<file path="config.mk">
export PLATFORM = sky130hd
export DESIGN_NAME = mem_port_arbiter
export DESIGN_NICKNAME = d
export VERILOG_FILES = /design/src/rtl/mem_port_arbiter.sv
export SDC_FILE = /design/constraint.sdc
export NUM_CORES = 1
export LEC_CHECK = 0
export CAP_MARGIN = 10
export CORE_MARGIN = 2
export CORE_UTILIZATION = 57
export CTS_BUF_LIST = sky130_fd_sc_hd__clkbuf_4 sky130_fd_sc_hd__clkbuf_8
export CTS_CLUSTER_SIZE = 16
export DETAILED_ROUTE_END_ITERATION = 7
export PLACE_DENSITY = 0.78
export SLEW_MARGIN = 0
export SYNTH_ARGS = -nofsm -noshare
export SYNTH_HDL_FRONTEND = slang
export SYNTH_SLANG_ARGS = --single-unit
</file>
<file path="constraint.sdc">
create_clock -name clk -period 3.8 [get_ports clk]
set_clock_uncertainty 0.2 [all_clocks]
set_input_delay 0.57 -clock clk [delete_from_list [all_inputs] [get_ports clk]]
set_output_delay 0.57 -clock clk [all_outputs]
set_load 0.005 [all_outputs]
</file>
<file path="src/rtl/mem_port_arbiter.sv">
// Round-robin owner arbiter for the shared 16-bit memory port (fetch, load/store, VGA, I/O).
// Build with MEM_ARB_FIXED_PRIO_EN defined to replace round-robin with lowest-index-wins priority.
module mem_port_arbiter #(
  parameter int MAX_HOLD = 8,
  parameter int CNT_W    = 8
) (
  input  logic       clk,
  input  logic       reset,
  input  logic [3:0] req,
  input  logic [3:0] we_in,
  output logic [3:0] gnt,
  output logic [1:0] sel,
  output logic       mem_we,
  output logic       busy
);

  typedef enum logic [1:0] {
    IDLE    = 2'd0,
    GRANT   = 2'd1,
    RELEASE = 2'd2
  } state_t;

  localparam logic [CNT_W-1:0] HOLD_LAST = CNT_W'(MAX_HOLD - 1);

  if (MAX_HOLD < 2 || MAX_HOLD > 255) begin : g_bad_max_hold
    $error("mem_port_arbiter: MAX_HOLD must lie in 2..255");
  end
  if ((1 << CNT_W) <= MAX_HOLD) begin : g_bad_cnt_w
    $error("mem_port_arbiter: CNT_W too narrow for MAX_HOLD");
  end

  state_t           state_q, state_d;
  logic [3:0]       gnt_q, gnt_d;
  logic [1:0]       sel_q, sel_d;
  logic [1:0]       last_q, last_d;
  logic [CNT_W-1:0] cnt_q, cnt_d;

  logic             owner_req;
  logic [3:0]       others;

  function automatic logic [3:0] onehot(input logic [1:0] idx);
    onehot = 4'b0001 << idx;
  endfunction

`ifdef MEM_ARB_FIXED_PRIO_EN
  // Lowest index wins; the last-owner pointer plays no part in this build.
  function automatic logic [1:0] pick(input logic [3:0] r, input logic [1:0] last);
    logic [1:0] unused_last;
    unused_last = last;
    pick = 2'd0;
    for (int i = 3; i >= 0; i--) begin
      if (r[i]) pick = 2'(i);
    end
  endfunction
`else
  // Scan starts one past the previous owner and wraps, so the previous owner is checked last.
  function automatic logic [1:0] pick(input logic [3:0] r, input logic [1:0] last);
    logic [1:0] idx;
    logic       found;
    pick  = 2'd0;
    found = 1'b0;
    for (int k = 1; k <= 4; k++) begin
      idx = last + 2'(k);
      if (!found && r[idx]) begin
        pick  = idx;
        found = 1'b1;
      end
    end
  endfunction
`endif

  assign owner_req = req[sel_q];
  assign others    = req & ~onehot(sel_q);

  always_comb begin
    state_d = state_q;
    gnt_d   = gnt_q;
    sel_d   = sel_q;
    last_d  = last_q;
    cnt_d   = cnt_q;
    unique case (state_q)
      IDLE: begin
        gnt_d = 4'b0000;
        if (req != 4'b0000) begin
          state_d = GRANT;
          sel_d   = pick(req, last_q);
          gnt_d   = onehot(sel_d);
          last_d  = sel_d;
          cnt_d   = '0;
        end
      end
      GRANT: begin
        if (!owner_req) begin
          // A drop always wins over a saturating counter, so no RELEASE here.
          cnt_d = '0;
          if (others != 4'b0000) begin
            sel_d  = pick(others, last_q);
            gnt_d  = onehot(sel_d);
            last_d = sel_d;
          end else begin
            state_d = IDLE;
            gnt_d   = 4'b0000;
          end
        end else if (cnt_q == HOLD_LAST && others != 4'b0000) begin
          state_d = RELEASE;
          gnt_d   = 4'b0000;
        end else if (cnt_q != HOLD_LAST) begin
          cnt_d = cnt_q + CNT_W'(1);
        end
      end
      RELEASE: begin
        // sel_q still names the preempted owner; it competes only if nobody else asks.
        cnt_d = '0;
        if (others != 4'b0000) begin
          state_d = GRANT;
          sel_d   = pick(others, last_q);
          gnt_d   = onehot(sel_d);
          last_d  = sel_d;
        end else if (owner_req) begin
          state_d = GRANT;
          gnt_d   = onehot(sel_q);
          last_d  = sel_q;
        end else begin
          state_d = IDLE;
        end
      end
      default: begin
        state_d = IDLE;
        gnt_d   = 4'b0000;
        cnt_d   = '0;
      end
    endcase
  end

  always_ff @(posedge clk) begin
    if (!reset) begin
      state_q <= IDLE;
      gnt_q   <= 4'b0000;
      sel_q   <= 2'd0;
      last_q  <= 2'd3;
      cnt_q   <= '0;
    end else begin
      state_q <= state_d;
      gnt_q   <= gnt_d;
      sel_q   <= sel_d;
      last_q  <= last_d;
      cnt_q   <= cnt_d;
    end
  end

  assign gnt    = gnt_q;
  assign sel    = sel_q;
  assign busy   = (gnt_q != 4'b0000);
  assign mem_we = busy & we_in[sel_q];

endmodule

</file>
==> results of run 1 <==
## routing by layer
metal  up-vias  GRT usage [%]  routed length (um)
met3         8           3.98                 260
met4         0           9.06                  50
met1       678           31.2                1490
li1        734              -                   -
met2        80           41.0                1730
met5         -              0                   0
## sequential cells by signal, indices dropped and copies added (netlist names)
name / count
gnt: 4
cnt_q: 8
state_q: 2
sel: 2
last_q: 2
## power by group through the flow
stage,Sequential (mW),Combinational [mW],Clock (mW)
CTS,0.313,0.723,0.120
finish,0.315,0.735,0.119
floorplan,0.272,0.564,0
global placement,0.312,0.700,0
global route,0.324,0.806,0.130
detailed placement,0.318,0.717,0
## cell families (layout without fill, tap and decap cells)
logic type / after synthesis / count (layout)
adders and majority gates: 6 / 6
muxes: 3 / 3
xor gates and xnor gates: 8 / 8
and+or+nand+nor: 87 / 87
DFF: 18 / 18
buffers and inverters: 22 / 32
AOI/OAI and AO/OA: 50 / 50
## worst max-delay path, stage by stage, from the launching register on
cell,delay (ns)
dfxtp_1,0.72
mux4_2,0.57
and2_1,0.16
clkdlybuf4s50_1,0.43
## final cells by class
type	count	area (sq um)
inverters	11	41.3
well taps	30	37.5
multi-input cells	154	1060
flip-flops and latches	18	360
repair buffers	17	170
clock buffers	4	36.3
fillers	196	797
## cells in the final DEF (no fill, tap or decap), types with 5 or more instances in the layout
| cell type | netlist | layout |
|---|---|---|
| a21oi_1 | 9 | 9 |
| xnor2_1 | 5 | 5 |
| a22oi_1 | 5 | 5 |
| clkdlybuf4s50_1 | 0 | 17 |
| nor2_1 | 25 | 25 |
| nand3_1 | 9 | 9 |
| inv_1 | 9 | 9 |
| nor2b_1 | 5 | 5 |
| nand2_1 | 16 | 16 |
| dfxtp_1 | 18 | 18 |
| nor3_1 | 7 | 7 |
| ha_1 | 6 | 6 |
## stage by stage
| step | cells | power, mW | hold slack, ns |
|---|---|---|---|
| after detailed placement | 230 | 1.03 | 0.300 |
| after floorplan | 194 | 0.836 | 0.277 |
| after global placement | 230 | 1.01 | 0.290 |
| after global routing | 234 | 1.26 | 0.341 |
| final | 234 | 1.17 | 0.304 |
| after CTS | 234 | 1.16 | 0.312 |
## worst max path at each step
stage / from / end / cells after the start
final: sel[0]$_SDFFE_PN0P_ / mem_we / 3
after global routing: sel[0]$_SDFFE_PN0P_ / mem_we / 3
after CTS: sel[0]$_SDFFE_PN0P_ / mem_we / 3
after detailed placement: req[3] / gnt[3]$_SDFFE_PN0P_ / 8
after global placement: req[3] / gnt[3]$_SDFFE_PN0P_ / 8
after floorplan: req[2] / state_q[0]$_SDFFE_PN0P_ / 8
==> metrics, run 1 <==
outcome finished, final reports clean; Vert. Die Dim 55.4 um; Nets 221; Final Util 68.1%; startpoint types flip-flop; initial core utilization 60.3%; CTS H-tree depth 1; port bufs 17; Max Cap Violations 0; die width 55.4 um; ys async rst share 0%; cts hold-fix bufs 0; Clock Power Share 10.2%; NetSw 547 uW; worst slew pin tran 0.628 ns; Antenna Nets Post-Route 0; initial antenna violation count 0; Wirelength per Cell 15.1 um; P_int 621 uW; setup slack at placement 0.661 ns; Syn Area/Cell 7.77 sq um; Placed Area 0.00167 sq mm; DR vias/cell 6.41; dominant combinational cell family by area after synthesis simple AND/OR/NAND/NOR gates; Final min period 2.95 ns; vias in the first global route 1446; period utilization 77.5%; DRT Wirelength 3540 um; Synth Area in Adders 4.98%; synthesized net count 210; register area share after synthesis 23.9%; Final Hold Violating Endpoints 0; #FFs+latches synth 18; Layout area overhead 13.0%; Setup crit end kind output port; CTS sink cnt 18; Worst R2R Path Depth 6; root buf cell clkbuf_4; leakage 0.616 nW; Vias 1500; Compound-Gate Fraction of Synth Area 25.9%; hold depth 2; Max Clk Rate 0.340 GHz; Most used DFF post-synth dfxtp_1; Hold Crit Start gnt[2]$_SDFFE_PN0P_; boundary pin count 18; Peak VDD IR 520 uV; post-route cell area 0.00170 sq mm; HP Class reg -> reg; Synth Area in XOR/XNOR 4.65%; fin. max-slew vios 0; gr ovfl total 0; relative slew slack 58.0%; post-CTS setup buffers 0; Clock Latency Late Sink 0.29 ns; Power Dens Cells 686 mW/mm^2; GPL Wtd Cong 0.903; required time of the critical path 3.03 ns; Net Sw Frac 46.8%; RR Endpoint sel[0]$_SDFFE_PN0P_; r2r setup slk 1.02 ns; synth cell count leaders nor2_1, dfxtp_1, nand2_1; CTS tree yes; Antenna Cells 0; Placeable Area 0.00250 sq mm; final setup fails 0; DRC violation total after the first TritonRoute iteration 67; setup TNS 0 ns; post-DP HPWL 2650 um; DR pass1 iterations 4; largest area contributor in the netlist dfxtp_1; Synth warnings 0; FP Rows 18; total CTS buffers 3; share of the synthesized area in the top cell type 23.9%; clock-pin slew on the worst setup and hold paths 0.10 ns; DRC viols 0; PnR worst setup slack 0.855 ns; layout cells sized above 1 9.31%; simple-gate share of the synthesized area 31.0%; clk buf depth 2; CP arrival 2.18 ns; Post-synth EDFFs 0; DIE AREA 0.00307 sq mm; sequential share of power 26.9%; Netlist cell types 59; count leader, synth nor2_1; GRT Resource Usage Total 24.3%; multiplexer share of the synthesized area 3.65%; critical-path maximum fanout 15; critical path class reg -> out; largest net degree at the start of global routing 18; r2r startpoint sel[0]$_SDFFE_PN0P_; Synth Instances 194; synth top area cells dfxtp_1, nor2_1, ha_1; Netlist Area Pre-Place 0.00151 sq mm; RSZ-0062 raised after global routing no; combinational share of power 62.9%; Min-Delay Endpoint gnt[2]$_SDFFE_PN0P_; first-pass GRT wire length 6240 um; post-cts resize count 0
Note: power is estimated with default switching activity, not from simulation.
==> run 2, diff against run 1 <==
clock period = 3.03 ns   (was 3.8 ns; I/O delays follow)
==> run 2 against run 1 <==
  * Power up 25%
  * Sequential power up 26%
  * Hold slack improved by 0.0053 ns
  * Cell count up 1.7%
  * Sequential cell count stayed put
  * Non-clock buffer count rose by 5
  * Design area grew 1.4%
  * Clock power shrank 5%
  * Combinational power grew 30%
  * Wire length rose by 3.9%
  * Critical path type unchanged
  * Critical endpoint unchanged
==> metrics, run 2 (same netlist as run 1, synthesis figures left out) <==
Peak VDD IR 549 uV (+5.7%); max FFs per register 8 (unchanged); CTS tree yes; Nets 226 (+2.3%); final setup fails 0 (unchanged); post-CTS setup buffers 0 (unchanged); Hold WS 0.309 ns (+0.00525 ns); GPL Wtd Cong 0.904 (+0.19%); FP Rows 18 (unchanged); Hold Crit Start gnt[2]$_SDFFE_PN0P_; initial core utilization 60.3% (unchanged); required time of the critical path 2.38 ns (-0.65 ns); port bufs 17 (unchanged); total CTS buffers 3 (unchanged); DR pass1 iterations 4 (unchanged); Final Total Pwr 1.46 mW (+25%); root buf cell clkbuf_4; clk buf depth 2 (unchanged); critical-path maximum fanout 15 (unchanged); initial antenna violation count 0 (unchanged); post-route cell area 0.00173 sq mm (+1.4%); period utilization 93.1%; Clock Latency Late Sink 0.29 ns (about the same); DR vias/cell 6.49 (+1.3%); Vias 1545 (+3.0%); Antenna Cells 0 (unchanged); setup TNS 0 ns (unchanged); CTS sink cnt 18 (unchanged); r2r setup slk 0.42 ns (-0.60 ns); outcome finished, final reports clean; CP arrival 2.17 ns (about the same); DRC violation total after the first TritonRoute iteration 72 (+7.5%); critical path class reg -> out; Antenna Nets Post-Route 0 (unchanged); DIE AREA 0.00307 sq mm (unchanged); startpoint types flip-flop; Placed Area 0.00170 sq mm (+2.3%); die width 55.4 um (unchanged); layout cells sized above 1 11.1% (+1.7 points); Max Cap Violations 0 (unchanged); Power Dens Cells 847 mW/mm^2 (+23%); post-DP HPWL 2830 um (+6.8%); clock-pin slew on the worst setup and hold paths 0.09 ns (about the same); post-cts resize count 0 (unchanged); CP Launch Point sel[0]$_SDFFE_PN0P_; CTS H-tree depth 1 (unchanged); cts hold-fix bufs 0 (unchanged); r2r startpoint sel[0]$_SDFFE_PN0P_; Max Clk Rate 0.355 GHz; relative slew slack 53.4% (-4.5 points); DRT Wirelength 3670 um (+3.9%); Wirelength per Cell 15.4 um (+2.1%); first-pass GRT wire length 6490 um (+3.9%); boundary pin count 18 (unchanged); DRC viols 0 (unchanged); gr ovfl total 0 (unchanged); vias in the first global route 1494 (+3.3%); Final min period 2.82 ns; most frequent cells in the layout nor2_1, dfxtp_1, clkdlybuf4s50_1; RSZ-0062 raised after global routing no; Final Hold Violating Endpoints 0 (unchanged); fill count 218 (+11%); leakage 0.632 nW (+2.7%); fin. max-slew vios 0 (unchanged); HP Class reg -> reg; Largest Register cnt_q; Setup crit end kind output port; largest net degree at the start of global routing 18 (unchanged); Placeable Area 0.00250 sq mm (unchanged); worst slew pin tran 0.696 ns (+0.0679 ns); Layout area overhead 14.6%; Vert. Die Dim 55.4 um (unchanged); GRT Resource Usage Total 25.4% (+1.0 points); most common cell after layout, fill and taps aside nor2_1
==> run 2: cell types whose count changed in the layout (fill, tap and decap cells not counted), sizes merged <==
cell / previous run / this run
buf: 0 / 5
clkbuf: 4 / 3
==> run 2: per-stage QoR <==
| stage | utilization [%] | std cells | worst slack [ns] |
|---|---|---|---|
| 5_1_grt | 69.1 | 238 | 0.0817 |
| 3_3_place_gp | 68.2 | 235 | 0.130 |
| 3_5_place_dp | 68.2 | 235 | 0.0606 |
| 2_1_floorplan | - | 194 | 0.636 |
| 6_report | 69.1 | 238 | 0.209 |
| 4_1_cts | 69.1 | 238 | 0.201 |
==> run 2: cell type report <==
class	count	area, sq um	share of cell area, %
repair buffers	22	208	12.0
flip-flops and latches	18	360	20.9
well taps	30	37.5	2.17
clock buffers	3	22.5	1.30
multi-input cells	154	1060	61.2
inverters	11	41.3	2.39
==> run 2: critical path, stage by stage (launching register included) <==
cell and delay [ns]:
dfxtp_1 0.71, mux4_2 0.57, and2_1 0.16, clkdlybuf4s50_1 0.43
==> run 2: path summary, 6_finish.rpt <==
check,endpoint,cells past startpoint
worst max-delay path,mem_we,3
worst min-delay path,gnt[2]$_SDFFE_PN0P_,2
worst max register to register,gnt[3]$_SDFFE_PN0P_,7
worst min register to register,gnt[2]$_SDFFE_PN0P_,2
==> run 2: layer usage <==
layer	up-vias	GRT usage, %	wire [um]	share of wire, %
li1	749	-	-	-
met1	718	29.5	1520	41
met2	69	45.9	1840	50
met3	9	3.98	236	6.4
met4	0	10.1	74	2.0
met5	-	0	0	0
==> run 2: where the power goes <==
part / switching, mW / leakage [nW] / total (mW) / internal (mW)
combinational: 0.503 / 0.471 / 0.952 / 0.449
sequential: 0.108 / 0.147 / 0.398 / 0.289
clock: 0.0668 / 0.0138 / 0.113 / 0.0462
==> run 3, diff against run 2 <==
CORE_UTILIZATION = 55   (was 57)
PLACE_DENSITY = 0.76   (was 0.78)
==> run 3 against run 2 <==
  * The flow now finishes with violations (design-rule violations)
  * Die area up 3.4%
  * Utilization rose by 0.20 points
  * First-iteration DRC count grew 40%
  * Clock power increased by 35%
  * Hold slack better by 0.0046 ns
  * Combinational power grew 2%
  * Largest cell class unchanged
  * Global-route usage fell by 0.066 points
  * Largest power group unchanged
==> metrics, run 3 (same netlist as run 1, synthesis figures left out) <==
final setup fails 0 (unchanged); Placeable Area 0.00254 sq mm (+1.8%); Layout area overhead 17.0%; Power Dens Cells 861 mW/mm^2 (+1.7%); vias in the first global route 1457 (-2.5%); layout cells sized above 1 12.7% (+1.7 points); cts hold-fix bufs 0 (unchanged); DRT Wirelength 3810 um (+3.7%); Peak VDD IR 597 uV (+8.7%); Vert. Die Dim 56.3 um (+1.7%); required time of the critical path 2.38 ns (about the same); Largest Register cnt_q; relative slew slack 56.8% (+3.3 points); CP arrival 2.22 ns (+0.05 ns); root buf cell clkbuf_4; most frequent cells in the layout nor2_1, dfxtp_1, clkdlybuf4s50_1; NetSw 703 uW (+3.7%); DRC viols 8 (+8); critical path class reg -> out; Final min period 2.87 ns (+0.0520 ns); die width 56.3 um (+1.7%); outcome complete, but fails checks; setup TNS 0 ns (unchanged); CTS H-tree depth 1 (unchanged); Clock Power Share 10.0% (+2.3 points); CTS sink cnt 18 (unchanged); startpoint types flip-flop; DR pass1 iterations 8 (+4); DR vias/cell 6.49 (about the same); Antenna Cells 0 (unchanged); Clock Latency Late Sink 0.30 ns (about the same); initial core utilization 59.2% (-1.1 points); clock-pin slew on the worst setup and hold paths 0.12 ns (+0.03 ns); post-cts resize count 0 (unchanged); CTS tree yes; DRC violation total after the first TritonRoute iteration 101 (+40%); FP Rows 18 (unchanged); Nets 229 (+1.3%); post-CTS setup buffers 0 (unchanged); post-route cell area 0.00176 sq mm (+2.1%); Final Hold Violating Endpoints 0 (unchanged); Setup crit end kind output port; total CTS buffers 3 (unchanged); leakage 0.654 nW (+3.4%); Net Sw Frac 46.3% (about the same); initial antenna violation count 0 (unchanged); clk buf depth 2 (unchanged); port bufs 17 (unchanged); Max Cap Violations 0 (unchanged); boundary pin count 18 (unchanged); RSZ-0062 raised after global routing no; sequential share of power 26.3% (-0.9 points); GRT Resource Usage Total 25.3% (-0.066 points); max FFs per register 8 (unchanged); largest net degree at the start of global routing 18 (unchanged); critical-path maximum fanout 15 (unchanged); GPL Wtd Cong 0.963 (+6.5%); fin. max-slew vios 0 (unchanged); Wirelength per Cell 15.7 um (+2.0%); period utilization 94.8% (+1.7 points); Placed Area 0.00173 sq mm (+1.3%); Vias 1571 (+1.7%); combinational share of power 63.7% (-1.4 points); DIE AREA 0.00317 sq mm (+3.4%); Antenna Nets Post-Route 0 (unchanged); most common cell after layout, fill and taps aside nor2_1; failing checks design-rule violations; worst slew pin tran 0.646 ns (-0.0499 ns); Max Clk Rate 0.348 GHz (-1.8%); Final Util 69.3% (+0.20 points); gr ovfl total 0 (unchanged); post-DP HPWL 2880 um (+1.7%); r2r setup slk 0.36 ns (-0.06 ns); HP Class reg -> reg; first-pass GRT wire length 6510 um (+0.42%); P_int 815 uW (+3.8%)
==> run 3: worst max-delay path: stages (launching register included) <==
cell	delay, ns
dfxtp_1	0.74
mux4_2	0.57
and2_1	0.16
clkdlybuf4s50_1	0.43
==> run 3: path summary, 6_finish.rpt <==
path | startpoint | to | depth (start not counted)
max | sel[0]$_SDFFE_PN0P_ | mem_we | 3
max reg2reg | sel[0]$_SDFFE_PN0P_ | last_q[1]$_SDFFE_PN1P_ | 7
min | gnt[2]$_SDFFE_PN0P_ | gnt[2]$_SDFFE_PN0P_ | 2
min reg2reg | gnt[2]$_SDFFE_PN0P_ | gnt[2]$_SDFFE_PN0P_ | 2
==> run 3: cell type report <==
class / instances / area (sq um)
inverters: 11 / 41.3
multi-input cells: 154 / 1060
repair buffers: 25 / 230
fillers: 222 / 782
flip-flops and latches: 18 / 360
well taps: 30 / 37.5
clock buffers: 4 / 36.3
==> run 3: stage by stage <==
step | power (mW) | instances | hold WS [ns] | worst slack [ns]
4_1_cts | 1.50 | 242 | 0.308 | 0.166
5_1_grt | 1.62 | 242 | 0.351 | 0.0639
6_report | 1.52 | 242 | 0.314 | 0.157
3_5_place_dp | 1.35 | 238 | 0.293 | 0.0623
2_1_floorplan | 1.05 | 194 | 0.277 | 0.636
3_3_place_gp | 1.31 | 238 | 0.291 | 0.118
==> run 3: layer usage <==
layer | routed length (um) | GRT usage [%] | vias to the layer above
li1 | - | - | 754
met1 | 1570 | 32.1 | 718
met2 | 1850 | 43.9 | 83
met3 | 320 | 4.38 | 16
met4 | 74 | 7.14 | 0
met5 | 0 | 0 | -
==> run 3: power by group through the flow <==
stage | sequential [mW] | clock [mW] | combinational [mW]
3_3_place_gp | 0.397 | 0 | 0.914
4_1_cts | 0.397 | 0.156 | 0.952
5_1_grt | 0.411 | 0.162 | 1.05
3_5_place_dp | 0.403 | 0 | 0.944
6_report | 0.399 | 0.152 | 0.967
2_1_floorplan | 0.341 | 0 | 0.707
